===== config.mk =====
export PLATFORM = sky130hd
export DESIGN_NAME = coin_input_conditioner
export DESIGN_NICKNAME = d
export VERILOG_FILES = /design/src/rtl/coin_input_conditioner.sv
export SDC_FILE = /design/constraint.sdc
export NUM_CORES = 1
export LEC_CHECK = 0
export ABC_AREA = 1
export BUFFER_PORTS_ARGS = -buffer_cell sky130_fd_sc_hd__buf_2
export CORE_MARGIN = 2
export CORE_UTILIZATION = 41
export CTS_CLUSTER_SIZE = 12
export DETAILED_ROUTE_END_ITERATION = 6
export PLACE_DENSITY = 0.62
export SLEW_MARGIN = 20
export SYNTH_ARGS = -nofsm -noshare
export SYNTH_HDL_FRONTEND = slang
export SYNTH_SLANG_ARGS = --single-unit

===== constraint.sdc =====
create_clock -name clk -period 3.6 [get_ports clk]
set_input_delay 1.08 -clock clk [delete_from_list [all_inputs] [get_ports clk]]
set_output_delay 1.08 -clock clk [all_outputs]
set_load 0.05 [all_outputs]

===== src/rtl/coin_input_conditioner.sv =====
// Coin/return input front end: two-flop sync, debounce FSM per channel,
// then a fixed-priority serialiser that emits at most one pulse per cycle.
module coin_input_conditioner #(
  parameter int unsigned DEBOUNCE_CYCLES = 4
) (
  input  logic clk,
  input  logic rst,
  input  logic raw_coin_5,
  input  logic raw_coin_10,
  input  logic raw_coin_25,
  input  logic raw_return_btn,
  input  logic accept_en,
  output logic coin_5,
  output logic coin_10,
  output logic coin_25,
  output logic coin_return,
  output logic coin_reject,
  output logic busy
);

  localparam int unsigned CW = $clog2(DEBOUNCE_CYCLES + 1);
  localparam logic [CW-1:0] LIMIT = CW'(DEBOUNCE_CYCLES);

  typedef enum logic [1:0] {IDLE, DB_HIGH, HELD, DB_LOW} state_t;

  // Channel index: 0 = 5c, 1 = 10c, 2 = 25c, 3 = return.
  logic [3:0]    raw;
  logic [3:0]    s1, s2;
  state_t        state [4];
  state_t        state_nxt [4];
  logic [CW-1:0] cnt [4];
  logic [CW-1:0] cnt_nxt [4];
  logic [3:0]    qual, accepted, grant, pend, pend_nxt;
  logic [2:0]    rejects;
  logic [1:0]    rej_cnt, rej_nxt;
  logic [2:0]    rej_sum;
  logic          any_active;

  assign raw = {raw_return_btn, raw_coin_25, raw_coin_10, raw_coin_5};

  always_comb begin
    for (int unsigned i = 0; i < 4; i++) begin
      state_nxt[i] = state[i];
      cnt_nxt[i]   = cnt[i];
      qual[i]      = 1'b0;
      case (state[i])
        IDLE: begin
          if (s2[i]) begin
            state_nxt[i] = DB_HIGH;
            cnt_nxt[i]   = CW'(1);
          end
        end
        DB_HIGH: begin
          if (s2[i]) begin
            if (cnt[i] + CW'(1) == LIMIT) begin
              state_nxt[i] = HELD;
              cnt_nxt[i]   = '0;
              qual[i]      = 1'b1;
            end else begin
              cnt_nxt[i] = cnt[i] + CW'(1);
            end
          end else begin
            state_nxt[i] = IDLE;
            cnt_nxt[i]   = '0;
          end
        end
        HELD: begin
          if (!s2[i]) begin
            state_nxt[i] = DB_LOW;
            cnt_nxt[i]   = CW'(1);
          end
        end
        DB_LOW: begin
          if (!s2[i]) begin
            if (cnt[i] + CW'(1) == LIMIT) begin
              state_nxt[i] = IDLE;
              cnt_nxt[i]   = '0;
            end else begin
              cnt_nxt[i] = cnt[i] + CW'(1);
            end
          end else begin
            state_nxt[i] = HELD;
            cnt_nxt[i]   = '0;
          end
        end
        default: begin
          state_nxt[i] = IDLE;
          cnt_nxt[i]   = '0;
        end
      endcase
    end
  end

  always_comb begin
    accepted = qual & {1'b1, {3{accept_en}}};
    rejects  = qual[2:0] & {3{~accept_en}};

    grant = '0;
    if (pend[2])      grant = 4'b0100;
    else if (pend[1]) grant = 4'b0010;
    else if (pend[0]) grant = 4'b0001;
    else if (pend[3]) grant = 4'b1000;

    pend_nxt = (pend & ~grant) | accepted;

    // Drain one queued reject per cycle while adding this edge's new ones.
    rej_sum = {1'b0, rej_cnt} - {2'b00, rej_cnt != 2'd0}
            + {2'b00, rejects[0]} + {2'b00, rejects[1]} + {2'b00, rejects[2]};
    rej_nxt = (rej_sum > 3'd3) ? 2'd3 : rej_sum[1:0];

    any_active = 1'b0;
    for (int unsigned i = 0; i < 4; i++) begin
      if (state[i] != IDLE) any_active = 1'b1;
    end
  end

  assign busy = any_active | (|pend) | (rej_cnt != 2'd0);

  always_ff @(posedge clk) begin
    if (rst) begin
      s1          <= '0;
      s2          <= '0;
      pend        <= '0;
      rej_cnt     <= '0;
      coin_5      <= 1'b0;
      coin_10     <= 1'b0;
      coin_25     <= 1'b0;
      coin_return <= 1'b0;
      coin_reject <= 1'b0;
      for (int unsigned i = 0; i < 4; i++) begin
        state[i] <= IDLE;
        cnt[i]   <= '0;
      end
    end else begin
      s1          <= raw;
      s2          <= s1;
      pend        <= pend_nxt;
      rej_cnt     <= rej_nxt;
      coin_5      <= grant[0];
      coin_10     <= grant[1];
      coin_25     <= grant[2];
      coin_return <= grant[3];
      coin_reject <= (rej_cnt != 2'd0);
      for (int unsigned i = 0; i < 4; i++) begin
        state[i] <= state_nxt[i];
        cnt[i]   <= cnt_nxt[i];
      end
    end
  end

endmodule


==> results of run 1 <==
## stage by stage
step / hold slack [ns] / instance area [µm²]
after global placement: 0.3914 / 2073
after global routing: 0.4103 / 2186
after detailed placement: 0.3936 / 2073
final: 0.3975 / 2186
after CTS: 0.4012 / 2186
after floorplan: 0.3883 / 1966
## worst paths after layout
| kind | startpoint | endpoint | slack, ns |
|---|---|---|---|
| worst max-delay path | cnt[1][0] | rej_cnt[0] | 0.56 |
| worst min-delay path | s1[3] | s2[3] | 0.40 |
| worst min register to register | s1[3] | s2[3] | 0.40 |
| worst max register to register | cnt[1][0] | rej_cnt[0] | 0.56 |
## layout make-up
| type | instances | area [µm²] | share of cell area (%) |
|---|---|---|---|
| clock inverter | 3 | 43.79 | 2.003 |
| multi-input combinational | 160 | 984.7 | 45.05 |
| tap | 54 | 67.56 | 3.091 |
| clock buffer | 5 | 68.82 | 3.148 |
| sequential | 39 | 780.7 | 35.72 |
| inverter | 48 | 180.2 | 8.243 |
| timing repair buffer | 12 | 60.06 | 2.748 |
## synth_stat cells, types with 2 or more instances
master    instances
clkbuf_1          2
o211a_1           2
o21ai_0          11
nor2_1           29
nor3_1            6
nand3_1          20
inv_1            48
xnor2_1           5
fa_1              2
nand2_1          32
xor2_1            4
dfxtp_1          39
a21oi_1          17
nand4_1           4
ha_1             21
## cell usage in the layout, fill, tap and decap left out, types with 2 or more instances in the layout
master / Yosys / final
inv_1: 48 / 48
dfxtp_1: 39 / 39
nand2_1: 32 / 32
nor2_1: 29 / 29
ha_1: 21 / 21
nand3_1: 20 / 20
a21oi_1: 17 / 17
buf_2: 1 / 12
o21ai_0: 11 / 11
nor3_1: 6 / 6
xnor2_1: 5 / 5
clkbuf_8: 0 / 5
xor2_1: 4 / 4
nand4_1: 4 / 4
o211a_1: 2 / 2
fa_1: 2 / 2
## cells by family after synthesis
logic type | after synthesis | synth area share, %
flops | 39 | 39.72
compound gates | 32 | 9.357
xor+xnor | 9 | 4.010
simple gates | 96 | 21.32
fa+ha+maj | 23 | 15.40
buf+inv | 52 | 10.18
## power breakdown
group | total, mW | switching (mW) | internal, mW | leakage, nW
Sequential | 0.548 | 0.0536 | 0.495 | 0.319
Combinational | 0.441 | 0.276 | 0.165 | 0.657
Clock | 0.365 | 0.159 | 0.206 | 0.0581
Total | 1.35 | 0.488 | 0.865 | 1.03
## per-layer routing
layer | share of wire, % | track usage (%)
met5 | 0 | 0
met4 | 1.4 | 4.938
met3 | 4.0 | 5.525
met2 | 43 | 21.62
met1 | 52 | 19.52
## critical path: cells and delay by family, from the launching register on
family | cells | cell delay (ns)
DFF | 1 | 0.35
buffers and inverters | 3 | 0.15
adders and majority gates | 5 | 1.54
AOI/OAI and AO/OA | 1 | 0.15
and+or+nand+nor | 3 | 0.48
xor gates and xnor gates | 2 | 0.28
==> impl_metrics.toml, run 1 <==
[placed_design]
gp_congestion = 0.8020
numPortBuffers = 12
dp_worst_setup_slack_ns = 0.3249
dp.cells = 313
hpwl_mm = 2.481

[grt]
grt_overflow_total = 0
grt_usage_pct = 14.62
grt_max_degree = 27
grt_pass1_wl_mm = 5.989
antenna_found_initial = 0
first_global_vias = 1399

[critical_path]
worstPathRequired_ns = 3.79
max_stage_delay_ns = 0.50
slowest_stage = "fa_1"
cp-end-kind = "register"
cp_cell_sequence = "ha_1 > xnor2_1 > nor2_1 > nand3_1 > or2_1 > ha_1 > inv_1 > fa_1 > ha_1 > inv_1 > fa_1 > xnor2_1 > o21ai_0 > inv_1"
critPathKind = "reg2reg"
cp.arrival_ns = 3.23
worst-r2r-cell-count = 14
startpoint_type = "register"
worstPathMaxFanout = 4

[timing]
fin_skew_ns = 0.005029
fmax_mhz = 329.2
finalHoldViolations = 0
rsz0062_at_grt = "no"
fin_crit_ns = 3.037
setup_viol = 0
tightest_slew_ns = 0.4596
max_slew_margin_pct = 69.36
setup_ws_ns = 0.5625
slew_viol_final = 0
finalCritPeriodShare_pct = 84.37
tns_ns = 0

[power]
ir_drop_uv = 348.6
total_power_mw = 1.354
p_per_area_nw_per_um2 = 619.4
power.leakage_nw = 1.035

[route]
final_antenna_net_count = 0
routed_wl_mm = 3.368
drcViolationCount = 0
drt-vias-per-instance = 4.685
num_vias = 1504
routedWlPerCell_um = 10.49
drt_iter0_markers = 70
firstDrtPassIters = 4

[floorplanning]
start_util_pct = 42.17
die_h_um = 73.24
num_rows = 25
chipWidth_um = 73.24
ios = 13
die_area_um2 = 5364
floorplan.core_area_um2 = 4661

[synthesis]
yosys.area.top_type_share_pct = 39.72
synth_edf_count = 0
ys.warnings.count = 0
netlist_area_um2 = 1966
syn_avg_cell_area_um2 = 7.831
synth_ff_type = "dfxtp_1"
synth.area.top_cells = "dfxtp_1, ha_1, inv_1"
synth_seq_cells = 39
synth_cell_type_count = 24
syn_inst = 251
synth_top_area_cell = "dfxtp_1"
synthArstFlopShare_pct = 0
seq_area_frac_synth_pct = 39.72
syn-num-nets = 281

[finish]
area_delta_synth_final_pct = 11.20
fin_cells = 321
filler_cell_count = 474
diodes = 0
fin_util_pct = 46.90
nets = 296
drive_above_1_share_pct = 8.989

[cts]
post_cts_buffers = 0
cts_sinks = 39
clk_latency_ns = 0.30
cts_resized = 0
root_buffer = "clkbuf_8"
hold_buffers = 0
h-tree-depth = 2
clk_pin_slew_ns = 0.08
clock_tree.buffer_depth = 2
cts_tree = "yes"
cts_buffers = 5

[run_status]
outcome = "finished clean"

[flow_run]
cap_violations = 0

[worst_hold_path]
hp-class = "reg2reg"
min_path_cells = 2
(Power assumes the default switching activity.)
==> inputs of run 2 (changes only) <==
--- a/config.mk
+++ b/config.mk
@@ -11,7 +11,7 @@
 export CORE_UTILIZATION = 41
 export CTS_CLUSTER_SIZE = 12
 export DETAILED_ROUTE_END_ITERATION = 6
-export PLACE_DENSITY = 0.62
+export PLACE_DENSITY = 0.64
 export SLEW_MARGIN = 20
 export SYNTH_ARGS = -nofsm -noshare
 export SYNTH_HDL_FRONTEND = slang
==> constraint.sdc (replaced) <==
create_clock -name clk -period 2.5 [get_ports clk]
set_input_delay 0.75 -clock clk [delete_from_list [all_inputs] [get_ports clk]]
set_output_delay 0.75 -clock clk [all_outputs]
set_load 0.05 [all_outputs]
==> run 2 against run 1 <==
The flow now finishes with violations (negative setup slack). Worst hold slack better by 0.0034 ns. Sequential share of layout area is 1.0 points lower. Utilization is 1.7 points higher. Critical path type unchanged. Highest routed layer unchanged.
==> impl_metrics.toml, run 2 (same netlist as run 1, synthesis figures left out) <==
[run_status]
outcome = "finished with violations"
violations = "negative setup slack"

[cts]
root_buffer = "clkbuf_8"
clock_tree.buffer_depth = 2
clk_pin_slew_ns = 0.07
h-tree-depth = 2
cts_tree = "yes"
cts_buffers = 5
clk_latency_ns = 0.29
cts_sinks = 39

[worst_hold_path]
hp-class = "reg2reg"

[power]
total_power_mw = 1.880
ir_drop_uv = 438.4
p_seq_share_pct = 41.5
internal_power_mw = 1.174
power_frac_clock_pct = 20.7
p_per_area_nw_per_um2 = 830.0
swShare_pct = 37.56
power_switching_mw = 0.7061
combPwrFrac_pct = 37.8
power.leakage_nw = 1.065

[floorplanning]
die_h_um = 73.24
die_area_um2 = 5364
num_rows = 25
ios = 13
floorplan.core_area_um2 = 4661
start_util_pct = 42.17
chipWidth_um = 73.24

[grt]
grt_usage_pct = 14.20
grt_overflow_total = 0
antenna_found_initial = 0
grt_max_degree = 26
first_global_vias = 1385
grt_pass1_wl_mm = 5.809

[timing]
finalHoldViolations = 0
setup_ws_ns = -0.4259
tightest_slew_ns = 0.4405
fmax_mhz = 341.8
max_slew_margin_pct = 70.60
fin_crit_ns = 2.926
fin_skew_ns = 0.004709
slew_viol_final = 0
rsz0062_at_grt = "yes"
finalCritPeriodShare_pct = 117.0
setup_viol = 2

[critical_path]
max_stage_delay_ns = 0.51
worstPathMaxFanout = 3
crit_top_cell = "inv_1"
critPathKind = "reg2reg"
cp_cell_sequence = "ha_4 > xnor2_1 > nor2_2 > nand3_2 > or2_1 > ha_1 > inv_1 > fa_1 > ha_1 > inv_1 > fa_2 > inv_1 > o21ai_2 > inv_1"
startpoint_type = "register"
cp-end-kind = "register"
slowest_stage = "fa_2"
worstPathRequired_ns = 2.69
cp.arrival_ns = 3.11

[finish]
final_common_cell = "inv_1"
diodes = 0
nets = 305
layout_common_cells = "inv_1, dfxtp_1, nand2_1, nor2_1"
design_area_um2 = 2265
fin_util_pct = 48.59
drive_above_1_share_pct = 14.23
area_delta_synth_final_pct = 15.21
fin_cells = 328

[flow_run]
cap_violations = 0

[placed_design]
numPortBuffers = 12
dp.cells = 322
placed_cell_area_um2 = 2143
hpwl_mm = 2.471
dp_worst_setup_slack_ns = -0.4365
gp_congestion = 0.7974

[route]
final_antenna_net_count = 0
routed_wl_mm = 3.382
firstDrtPassIters = 4
drt-vias-per-instance = 4.704
routedWlPerCell_um = 10.31
num_vias = 1543
drt_iter0_markers = 75
drcViolationCount = 0
-- run 2: cell types whose count changed in the layout (fill, tap and decap cells not counted), sizes merged --
cell and change:
buf +9, bufinv -1, clkbuf +1, clkinv -2
-- run 2: power groups by stage --
stage          combinational [mW]  sequential (mW)  clock [mW]
5_1_grt                     0.825            0.793       0.429
6_report                    0.710            0.780       0.389
3_3_place_gp                0.667            0.791           0
3_5_place_dp                0.679            0.791           0
2_1_floorplan               0.511            0.806           0
4_1_cts                     0.682            0.780       0.402
-- run 2: worst paths after layout --
| check | from | end | slack (ns) | cells past startpoint |
|---|---|---|---|---|
| worst min-delay path | s1[0] | s2[0] | 0.40 | 2 |
| worst max register to register | cnt[1][1] | rej_cnt[1] | -0.43 | 14 |
| worst max-delay path | cnt[1][1] | rej_cnt[1] | -0.43 | 14 |
| worst min register to register | s1[0] | s2[0] | 0.40 | 2 |
-- run 2: cell type report --
type | count | area (µm²)
flip-flops and latches | 39 | 785.8
multi-input cells | 160 | 1031
well taps | 54 | 67.56
inverters | 48 | 180.2
fillers | 455 | 2396
repair buffers | 21 | 127.6
clock buffers | 6 | 72.57
-- run 2: metal layers --
metal | GRT usage, % | part of all wire (%) | up-vias
met5 | 0 | 0 | -
met4 | 5.556 | 1.8 | 0
met3 | 4.144 | 3.0 | 6
met2 | 22.32 | 45 | 19
met1 | 18.30 | 50 | 682
li1 | - | - | 836
-- run 2: stage by stage --
| step | setup TNS [ns] | hold slack (ns) |
|---|---|---|
| 4_1_cts | -0.7374 | 0.4031 |
| 3_5_place_dp | -0.8710 | 0.3935 |
| 2_1_floorplan | -0.5333 | 0.3883 |
| 3_3_place_gp | -0.8222 | 0.3901 |
| 6_report | -0.8330 | 0.4009 |
| 5_1_grt | -1.031 | 0.4115 |
-- run 2: timing repair --
| action | in CTS | in global routing |
|---|---|---|
| gates resized for setup | 9 | 2 |
| setup endpoints to repair | 2 | 2 |
| pin swaps | 5 | 2 |
| setup buffers | 0 | 0 |
| hold buffers | 0 | 0 |
-- run 2: worst max-delay path: cells and delay by family, from the launching register on --
| family | cells | cell delay (ns) |
|---|---|---|
| xor+xnor | 1 | 0.13 |
| simple gates | 3 | 0.48 |
| buf+inv | 4 | 0.18 |
| compound gates | 1 | 0.10 |
| fa+ha+maj | 5 | 1.57 |
| flops | 1 | 0.37 |
==> inputs of run 3 (changes only) <==
--- a/config.mk
+++ b/config.mk
@@ -6,7 +6,7 @@
 export NUM_CORES = 1
 export LEC_CHECK = 0
 export ABC_AREA = 1
-export BUFFER_PORTS_ARGS = -buffer_cell sky130_fd_sc_hd__buf_2
+export BUFFER_PORTS_ARGS = -buffer_cell sky130_fd_sc_hd__buf_4
 export CORE_MARGIN = 2
 export CORE_UTILIZATION = 41
 export CTS_CLUSTER_SIZE = 12
==> run 3 against run 2 <==
Worst hold slack better by 0.0017 ns. Maximum frequency is 0.32% lower. Via count is 0.26% higher. Flip-flop and latch count stayed put. Global-route usage is 1.0 points higher. Final area is 4.6% higher. Worst setup slack worse by 0.0095 ns. First-iteration DRC count is 45% lower. Routed wire length is 2.5% higher. The run still ends with negative setup slack left.
==> impl_metrics.toml, run 3 (same netlist as run 1, synthesis figures left out) <==
[cts]
clock_tree.buffer_depth = 2
clk_pin_slew_ns = 0.08
h-tree-depth = 2
cts_tree = "yes"
root_buffer = "clkbuf_8"
cts_sinks = 39
clk_latency_ns = 0.30
cts_buffers = 5

[critical_path]
reg2reg_to = "rej_cnt[1]"
worstPathRequired_ns = 2.70
startpoint_type = "register"
cp-startpoint = "cnt[1][0]"
cp.arrival_ns = 3.14
worstPathMaxFanout = 3
cp-end-kind = "register"
timing.rr.start = "cnt[1][0]"
r2r_slack_ns = -0.44
crit_end = "rej_cnt[1]"
worst-r2r-cell-count = 14
critPathKind = "reg2reg"

[power]
p_per_area_nw_per_um2 = 898.7
combPwrFrac_pct = 33.5
power_frac_clock_pct = 29.3
p_seq_share_pct = 37.1
swShare_pct = 34.37
power.leakage_nw = 1.096
internal_power_mw = 1.397
ir_drop_uv = 547.6
power_switching_mw = 0.7317

[timing]
fmax_mhz = 340.7
setup_ws_ns = -0.4354
tightest_slew_ns = 0.4354
fin_crit_ns = 2.935
setup_viol = 2
max_slew_margin_pct = 70.94
fin_skew_ns = 0.008223
finalCritPeriodShare_pct = 117.4
finalHoldViolations = 0
slew_viol_final = 0
rsz0062_at_grt = "yes"

[route]
routedWlPerCell_um = 10.50
routed-wl-met2_mm = 1.567
final_antenna_net_count = 0
drt-met1-wl_mm = 1.730
drcViolationCount = 0
firstDrtPassIters = 4
drt-vias-per-instance = 4.688
num_vias = 1547
drt_iter0_markers = 41
dr.max_layer_used = "met4"
wl_met3_um = 78
routed_wl_mm = 3.466

[floorplanning]
ios = 13
chipWidth_um = 73.24
die_h_um = 73.24
die_area_um2 = 5364
floorplan.core_area_um2 = 4661
start_util_pct = 42.17
num_rows = 25

[run_status]
violations = "negative setup slack"
outcome = "finished with violations"

[placed_design]
numPortBuffers = 12
dp_worst_setup_slack_ns = -0.4740
placed_cell_area_um2 = 2158
hpwl_mm = 2.543
gp_congestion = 0.8075

[grt]
grt_overflow_total = 0
antenna_found_initial = 0
first_global_vias = 1490
grt_usage_pct = 15.22
grt_pass1_wl_mm = 6.258
grt_max_degree = 27

[finish]
area_delta_synth_final_pct = 20.50
drive_above_1_share_pct = 17.03
final_common_cell = "inv_1"
layout_common_cells = "inv_1, dfxtp_1, nand2_1, nor2_1, buf_4"
diodes = 0
nets = 305
design_area_um2 = 2369

[worst_hold_path]
hp-class = "reg2reg"

[flow_run]
cap_violations = 0
-- run 3: area by class of cell --
class                      instances  area [µm²]
sequential                        39       785.8
tap                               54       67.56
inverter                          48       180.2
clock buffer                       5       68.82
multi-input combinational        160        1041
timing repair buffer              21       157.7
clock inverter                     3       67.56
fill                             454        2292
-- run 3: power by group through the flow --
stage | Sequential, mW | Combinational, mW | Clock (mW)
2_1_floorplan | 0.806 | 0.511 | 0
4_1_cts | 0.790 | 0.700 | 0.640
6_report | 0.790 | 0.714 | 0.625
3_5_place_dp | 0.802 | 0.671 | 0
3_3_place_gp | 0.799 | 0.658 | 0
5_1_grt | 0.805 | 0.839 | 0.664
-- run 3: through the flow --
step	TNS [ns]	util [%]	hold WS, ns	std cells	power [mW]
global route	-1.052	50.82	0.4285	330	2.308
finish	-0.8487	50.82	0.4026	330	2.129
global placement	-0.8106	46.31	0.3890	320	1.457
floorplan	-0.5333	-	0.3883	251	1.317
CTS	-0.7505	50.47	0.4058	329	2.131
detailed placement	-0.9347	46.31	0.3951	320	1.473
-- run 3: critical path, stage by stage, from the launching register on --
cell,delay (ns)
dfxtp_4,0.37
ha_4,0.17
xnor2_2,0.14
nor2_2,0.15
nand3_2,0.10
or2_1,0.24
ha_1,0.29
inv_2,0.04
fa_1,0.47
ha_2,0.16
inv_2,0.03
fa_2,0.51
inv_2,0.03
o21ai_2,0.10
inv_1,0.05
-- run 3: per-layer routing --
metal	global-route usage (%)	vias to the layer above
li1	-	836
met1	19.17	685
met2	24.52	19
met3	2.901	7
met4	8.025	0
met5	0	-
-- run 3: timing repair --
action	in CTS	in global routing
resized for setup	10	6
endpoints found under the setup margin	2	2
pin swaps	1	8
buffers inserted	1	1
endpoints found under the hold margin	0	0
hold buffers	0	0
-- run 3: worst min-delay path by stage --
stage	slack [ns]	from	cells past startpoint	end
floorplan	0.39	s1[0]	2	s2[0]
global placement	0.39	s1[2]	2	s2[2]
detailed placement	0.40	s1[2]	2	s2[2]
CTS	0.41	s1[2]	2	s2[2]
global route	0.43	s1[3]	2	s2[3]
finish	0.40	s1[3]	2	s2[3]
